`src/rtl/draw_scan_ctrl_if.sv`:
```
// Draw request / pixel stream bundle between a requester and draw_scan_ctrl.
// No storage; the interface itself adds no latency.
// No backpressure: the pixel side is a free-running strobe (plot) every cycle.
interface draw_scan_ctrl_if;
    logic        start;
    logic        clearMode;
    logic [3:0]  posSel;
    logic [1:0]  rowSel;
    logic [4:0]  spriteSel;
    logic [14:0] romAddr;
    logic [4:0]  memorySel;
    logic        black;
    logic [7:0]  x;
    logic [6:0]  y;
    logic        plot;
    logic        busy;
    logic        done;

    // Requester side: issues draw commands, observes the pixel stream.
    modport master (
        output start, clearMode, posSel, rowSel, spriteSel,
        input  romAddr, memorySel, black, x, y, plot, busy, done
    );

    // Controller side.
    modport slave (
        input  start, clearMode, posSel, rowSel, spriteSel,
        output romAddr, memorySel, black, x, y, plot, busy, done
    );
endinterface

```
`src/rtl/draw_scan_ctrl.sv`:
```
// Scans a sprite (or the whole screen in clear mode) column-major, one pixel per cycle.
// Latency: start edge 0 -> first address cycle 2 -> first plot cycle 3 -> done cycle N+3.
// No backpressure: plot streams N back-to-back cycles; start is ignored while busy.
module draw_scan_ctrl #(
    parameter int SPRITE_W = 40,
    parameter int SPRITE_H = 40,
    parameter int SCREEN_W = 160,
    parameter int SCREEN_H = 120
) (
    input  logic           clk,
    input  logic           reset,
    draw_scan_ctrl_if.slave bus
);

    typedef enum logic [2:0] {
        IDLE  = 3'd0,
        LOAD  = 3'd1,
        SCAN  = 3'd2,
        FLUSH = 3'd3,
        DONE  = 3'd4
    } state_t;

    localparam logic [7:0] SPR_W = 8'(SPRITE_W);
    localparam logic [6:0] SPR_H = 7'(SPRITE_H);
    localparam logic [7:0] SCR_W = 8'(SCREEN_W);
    localparam logic [6:0] SCR_H = 7'(SCREEN_H);

    state_t      state_q,    state_d;
    logic        clear_q,    clear_d;
    logic [4:0]  mem_sel_q,  mem_sel_d;
    logic [7:0]  x_org_q,    x_org_d;
    logic [6:0]  y_org_q,    y_org_d;
    logic [7:0]  x_off_q,    x_off_d;
    logic [6:0]  y_off_q,    y_off_d;
    logic [14:0] rom_addr_q, rom_addr_d;
    logic [7:0]  x_q,        x_d;
    logic [6:0]  y_q,        y_d;
    logic        plot_q,     plot_d;

    logic [7:0]  reg_w;
    logic [6:0]  reg_h;
    logic        last_row;
    logic        last_col;

    // Sprite x-origin slots: a left bank stepping down by 6 and a right bank stepping up by 6.
    function automatic logic [7:0] x_origin(input logic [3:0] sel);
        logic [7:0] org;
        case (sel)
            4'd1:    org = 8'd36;
            4'd2:    org = 8'd30;
            4'd3:    org = 8'd24;
            4'd4:    org = 8'd18;
            4'd5:    org = 8'd12;
            4'd6:    org = 8'd6;
            4'd8:    org = 8'd90;
            4'd9:    org = 8'd96;
            4'd10:   org = 8'd102;
            4'd11:   org = 8'd108;
            4'd12:   org = 8'd114;
            4'd13:   org = 8'd120;
            default: org = 8'd0;
        endcase
        return org;
    endfunction

    function automatic logic [6:0] y_origin(input logic [1:0] sel);
        return (sel == 2'd1) ? 7'd30 : 7'd0;
    endfunction

    // Region size follows the mode latched for the current operation.
    assign reg_w    = clear_q ? SCR_W : SPR_W;
    assign reg_h    = clear_q ? SCR_H : SPR_H;
    assign last_row = (y_off_q == reg_h - 7'd1);
    assign last_col = (x_off_q == reg_w - 8'd1);

    // Next-state and datapath: offsets walk down a column, then step right.
    always_comb begin
        state_d    = state_q;
        clear_d    = clear_q;
        mem_sel_d  = mem_sel_q;
        x_org_d    = x_org_q;
        y_org_d    = y_org_q;
        x_off_d    = x_off_q;
        y_off_d    = y_off_q;
        rom_addr_d = rom_addr_q;
        x_d        = x_q;
        y_d        = y_q;
        plot_d     = 1'b0;

        case (state_q)
            IDLE: begin
                // Command fields are captured on the accepting edge so that what
                // was presented alongside start is what gets drawn.
                if (bus.start) begin
                    state_d   = LOAD;
                    clear_d   = bus.clearMode;
                    mem_sel_d = bus.spriteSel;
                    x_org_d   = bus.clearMode ? 8'd0 : x_origin(bus.posSel);
                    y_org_d   = bus.clearMode ? 7'd0 : y_origin(bus.rowSel);
                end
            end
            LOAD: begin
                state_d    = SCAN;
                x_off_d    = 8'd0;
                y_off_d    = 7'd0;
                rom_addr_d = 15'd0;
            end
            SCAN: begin
                // The address presented now returns colour next cycle, so the
                // coordinates of this pixel are registered alongside plot.
                plot_d = 1'b1;
                x_d    = x_org_q + x_off_q;
                y_d    = y_org_q + y_off_q;
                if (last_row) begin
                    if (last_col) begin
                        state_d = FLUSH;
                    end else begin
                        y_off_d = 7'd0;
                        x_off_d = x_off_q + 8'd1;
                    end
                end else begin
                    y_off_d = y_off_q + 7'd1;
                end
                if (!(last_row && last_col)) begin
                    rom_addr_d = 15'(y_off_d) * 15'(reg_w) + 15'(x_off_d);
                end
            end
            FLUSH: begin
                state_d = DONE;
            end
            DONE: begin
                state_d = IDLE;
            end
            default: begin
                state_d = IDLE;
            end
        endcase
    end

    // State and datapath registers; reset aborts any operation immediately.
    always_ff @(posedge clk or posedge reset) begin
        if (reset) begin
            state_q    <= IDLE;
            clear_q    <= 1'b0;
            mem_sel_q  <= 5'd0;
            x_org_q    <= 8'd0;
            y_org_q    <= 7'd0;
            x_off_q    <= 8'd0;
            y_off_q    <= 7'd0;
            rom_addr_q <= 15'd0;
            x_q        <= 8'd0;
            y_q        <= 7'd0;
            plot_q     <= 1'b0;
        end else begin
            state_q    <= state_d;
            clear_q    <= clear_d;
            mem_sel_q  <= mem_sel_d;
            x_org_q    <= x_org_d;
            y_org_q    <= y_org_d;
            x_off_q    <= x_off_d;
            y_off_q    <= y_off_d;
            rom_addr_q <= rom_addr_d;
            x_q        <= x_d;
            y_q        <= y_d;
            plot_q     <= plot_d;
        end
    end

    assign bus.romAddr   = rom_addr_q;
    assign bus.memorySel = mem_sel_q;
    assign bus.busy      = (state_q != IDLE);
    assign bus.black     = clear_q && (state_q != IDLE);
    assign bus.done      = (state_q == DONE);
    assign bus.x         = x_q;
    assign bus.y         = y_q;
    assign bus.plot      = plot_q;

endmodule

```
`src/flat_wrapper.sv`:
```
// flat-port wrapper written by rule: the top's interface ports become plain ports
module draw_scan_ctrl_flat 
#(
    parameter int SPRITE_W = 40,
    parameter int SPRITE_H = 40,
    parameter int SCREEN_W = 160,
    parameter int SCREEN_H = 120
)
  (clk, reset, bus_start, bus_clearMode, bus_posSel, bus_rowSel, bus_spriteSel, bus_romAddr, bus_memorySel, bus_black, bus_x, bus_y, bus_plot, bus_busy, bus_done);
  draw_scan_ctrl_if bus_i ();
  input  logic clk;
  input  logic reset;
  input wire logic [$bits(bus_i.start)-1:0] bus_start;
  input wire logic [$bits(bus_i.clearMode)-1:0] bus_clearMode;
  input wire logic [$bits(bus_i.posSel)-1:0] bus_posSel;
  input wire logic [$bits(bus_i.rowSel)-1:0] bus_rowSel;
  input wire logic [$bits(bus_i.spriteSel)-1:0] bus_spriteSel;
  output wire logic [$bits(bus_i.romAddr)-1:0] bus_romAddr;
  output wire logic [$bits(bus_i.memorySel)-1:0] bus_memorySel;
  output wire logic [$bits(bus_i.black)-1:0] bus_black;
  output wire logic [$bits(bus_i.x)-1:0] bus_x;
  output wire logic [$bits(bus_i.y)-1:0] bus_y;
  output wire logic [$bits(bus_i.plot)-1:0] bus_plot;
  output wire logic [$bits(bus_i.busy)-1:0] bus_busy;
  output wire logic [$bits(bus_i.done)-1:0] bus_done;
  assign bus_i.start = bus_start;
  assign bus_i.clearMode = bus_clearMode;
  assign bus_i.posSel = bus_posSel;
  assign bus_i.rowSel = bus_rowSel;
  assign bus_i.spriteSel = bus_spriteSel;
  assign bus_romAddr = bus_i.romAddr;
  assign bus_memorySel = bus_i.memorySel;
  assign bus_black = bus_i.black;
  assign bus_x = bus_i.x;
  assign bus_y = bus_i.y;
  assign bus_plot = bus_i.plot;
  assign bus_busy = bus_i.busy;
  assign bus_done = bus_i.done;
  draw_scan_ctrl #(.SPRITE_W(SPRITE_W), .SPRITE_H(SPRITE_H), .SCREEN_W(SCREEN_W), .SCREEN_H(SCREEN_H)) u_core (.clk(clk), .reset(reset), .bus(bus_i));
endmodule
```
`config.mk`:
```
export PLATFORM = sky130hd
export DESIGN_NAME = draw_scan_ctrl_flat
export DESIGN_NICKNAME = d
export VERILOG_FILES = /design/src/rtl/draw_scan_ctrl_if.sv /design/src/rtl/draw_scan_ctrl.sv /design/src/flat_wrapper.sv
export SDC_FILE = /design/constraint.sdc
export NUM_CORES = 1
export LEC_CHECK = 0
export CORE_ASPECT_RATIO = 0.9
export CORE_UTILIZATION = 45
export CTS_BUF_LIST = sky130_fd_sc_hd__clkbuf_8
export CTS_CLUSTER_DIAMETER = 60
export CTS_CLUSTER_SIZE = 8
export DETAILED_ROUTE_END_ITERATION = 16
export DONT_BUFFER_PORTS = 1
export PLACE_DENSITY = 0.59
export REMOVE_ABC_BUFFERS = 1
export SYNTH_ARGS = -nofsm -noshare
export SYNTH_HDL_FRONTEND = slang
export SYNTH_SLANG_ARGS = --single-unit
```
`constraint.sdc`:
```
create_clock -name clk -period 5.01 [get_ports clk]
set_input_delay 1.002 -clock clk [delete_from_list [all_inputs] [get_ports clk]]
set_output_delay 1.002 -clock clk [all_outputs]
set_load 0.005 [all_outputs]
```
==> impl_metrics.json, run 1 <==
{
  "cts_root_buf": "clkbuf_8",
  "mostFrequentLayoutCell": "dfrtp_1",
  "met3_length_um": 526,
  "n_antenna_cell": 0,
  "peakVddDrop_uv": 224.8,
  "m1WireLength_um": 4943,
  "leakagePower_nw": 2.371,
  "finalMaxSlewViolations": 0,
  "top_layer_used": "met4",
  "path_class": "register to register",
  "seqCellArea_um2": 1553,
  "min_path_type": "register to register",
  "worst_setup_path_end_kind": "register",
  "finalWorstSetupSlack_ps": 313.6,
  "hold_viol_final": 0,
  "clock-sinks": 62,
  "layoutNonFillerInstCount": 588,
  "layout_common_cells": "61 x dfrtp_1, 50 x nand2_1, 50 x ha_1",
  "detailed_place_hpwl_um": 7070,
  "die_h_um": 94.92,
  "fillers": 863,
  "power.density_nw_per_um2": 455.8,
  "syn_area_per_cell_um2": 9.425,
  "clk_pin_slew_ps": 70,
  "total_power_mw": 2.137,
  "rows": 33,
  "nets": 534,
  "timing.final.crit_share": 0.9374,
  "async_reset_ff_frac": 1.000,
  "ant_nets": 0,
  "coreArea_um2": 9208,
  "crit_path_max_fanout": 14,
  "relSlewSlack": 0.4086,
  "synth_edf_count": 0,
  "ys_seq_elements": 62,
  "grt_pass1_vias": 3329,
  "die_area_um2": 9989,
  "num_vias": 3326,
  "syn-cell-area_um2": 4317,
  "place_area_um2": 4447,
  "rsz0062_at_grt": "false",
  "clock_latency_ps": 360,
  "yosysUniqueCellTypes": 56,
  "die_width_um": 105.2,
  "setup_tns_ps": 0,
  "cts_hold_buf": 0,
  "synth_top_area_frac": 0.3594,
  "dr.pass1.iters": 4,
  "floorplan.initialDensity": 0.4688,
  "synth-warning-count": 0,
  "preCtsSetupSlack_ps": 195.0,
  "fin_area_um2": 4688,
  "worst_pin_slew_ps": 881.6,
  "wl_per_cell_um": 16.58,
  "vias_per_cell": 5.656,
  "cts_max_path_buffers": 2,
  "synth_top_area_cell": "dfrtp_1",
  "cts_tree": "built",
  "grt_max_degree": 41,
  "max_cap_violations": 0,
  "grt_usage": 0.2162,
  "setup_violations": 0,
  "cts_inserted_buffers": 9,
  "clock_skew_ps": 8.235,
  "drc_errors": 0,
  "min_period_ps": 4696,
  "grt_first_pass_wirelength_um": 16480,
  "dp_cells": 569,
  "place_congestion": 0.8982,
  "whs_ps": 489.1,
  "status": "completed",
  "drive_gt1_frac": 0.1052,
  "yosys-top-cells-area": "dfrtp_1 36%, ha_1 14%, nand2_1 4.3%",
  "area_delta_synth_final_pct": 8.609,
  "wl_um": 9747,
  "arrival_ps": 4900,
  "io-pin-count": 54,
  "cts_max_level": 3,
  "ys.flop_type": "dfrtp_1",
  "yosysSeqAreaShare": 0.3594,
  "worstSetupStartpointType": "register",
  "wl_met2_um": 4170,
  "final_core_util": 0.5092,
  "numPortBuffers": 0,
  "synth_cells": 458,
  "drt_first_iter_violations": 139,
  "max_freq_mhz": 212.9,
  "antenna_found_initial": 0,
  "grt-ovfl-total": 0,
  "multiInputGateArea_um2": 2537,
  "critPathRequiredTime_ps": 5220
}
==> worst max-delay path: stages, from the launching register on <==
cell     delay [ps]
dfrtp_2         500
or4_1           560
mux2_2          380
nor3_4          200
a22oi_1         130
inv_1            80
ha_1            140
inv_1            50
fa_1            530
inv_1            40
ha_1            200
fa_1            460
ha_1            360
a21o_1          190
a31o_2          240
a31oi_1         200
xor2_1          190
o21ai_0         100
==> metal layers <==
metal	up-vias	track usage
li1	1640	-
met3	12	0.05797
met2	76	0.3284
met1	1598	0.3007
met5	-	0
met4	0	0.06573
==> cell usage after synthesis, drive strengths merged (9+ instances only) <==
master   n
dfrtp   62
ha      50
nand2   50
o21ai   34
inv     32
nor2    24
a21oi   21
nand3   19
clkbuf  15
a21o    14
nor3    14
a22o    11
mux2     9
xnor2    9
xor2     9
==> cell type report <==
| type | instances | share of cell area |
|---|---|---|
| clock buffer | 10 | 0.02936 |
| clock inverter | 6 | 0.01681 |
| inverter | 33 | 0.02642 |
| multi-input combinational | 341 | 0.5412 |
| sequential | 62 | 0.3312 |
| tap | 122 | 0.03256 |
| timing repair buffer | 14 | 0.02242 |
==> state kept, by name, indices dropped and copies added (netlist names) <==
name	cells
u_core.x_org_q	6
u_core.bus.romAddr	15
u_core.bus.plot	1
u_core.clear_q	1
u_core.bus.x	8
u_core.state_q	3
u_core.bus.y	7
u_core.y_org_q	1
u_core.bus.memorySel	5
u_core.x_off_q	8
u_core.y_off_q	7
==> power breakdown <==
part / internal (mW) / switching (mW) / total [mW]
combinational: 0.334 / 0.534 / 0.868
clock: 0.289 / 0.215 / 0.504
sequential: 0.639 / 0.126 / 0.765
==> kinds of logic after synthesis <==
kind of cell    synth area share
compound gates            0.1774
mux                      0.03044
flops                     0.3594
xor+xnor                 0.03652
simple gates              0.1612
fa+ha+maj                 0.1820
buf+inv                  0.05304
==> worst paths after layout <==
| check | from | end | slack, ps | cells after the start |
|---|---|---|---|---|
| worst max-delay path | u_core.clear_q$_DFFE_PP0P_ | u_core.bus.romAddr[11]$_DFFE_PP0P_ | 310 | 17 |
| worst max register to register | u_core.clear_q$_DFFE_PP0P_ | u_core.bus.romAddr[11]$_DFFE_PP0P_ | 310 | 17 |
| worst min-delay path | u_core.x_org_q[1]$_DFFE_PP0P_ | u_core.x_org_q[1]$_DFFE_PP0P_ | 490 | 1 |
| min in group asynchronous | reset | u_core.bus.romAddr[7]$_DFFE_PP0P_ | 610 | 1 |
| max in group asynchronous | reset | u_core.clear_q$_DFFE_PP0P_ | 3500 | 2 |
| worst min register to register | u_core.x_org_q[1]$_DFFE_PP0P_ | u_core.x_org_q[1]$_DFFE_PP0P_ | 490 | 1 |
==> what timing repair did <==
item / in CTS / in global routing
setup endpoints to repair: 0 / 4
endpoints found under the hold margin: 0 / 0
resized for setup: 0 / 2
buffers inserted: 0 / 3
Note: power is estimated with default switching activity, not from simulation.
==> run 2, diff against run 1 <==
--- a/config.mk
+++ b/config.mk
@@ -12,6 +12,7 @@
 export CTS_CLUSTER_SIZE = 8
 export DETAILED_ROUTE_END_ITERATION = 16
 export DONT_BUFFER_PORTS = 1
+export GPL_ROUTABILITY_DRIVEN = 0
 export PLACE_DENSITY = 0.59
 export REMOVE_ABC_BUFFERS = 1
 export SYNTH_ARGS = -nofsm -noshare
==> results of run 2 <==
No change in the layout: final DEF, timing and power equal those of run 1.
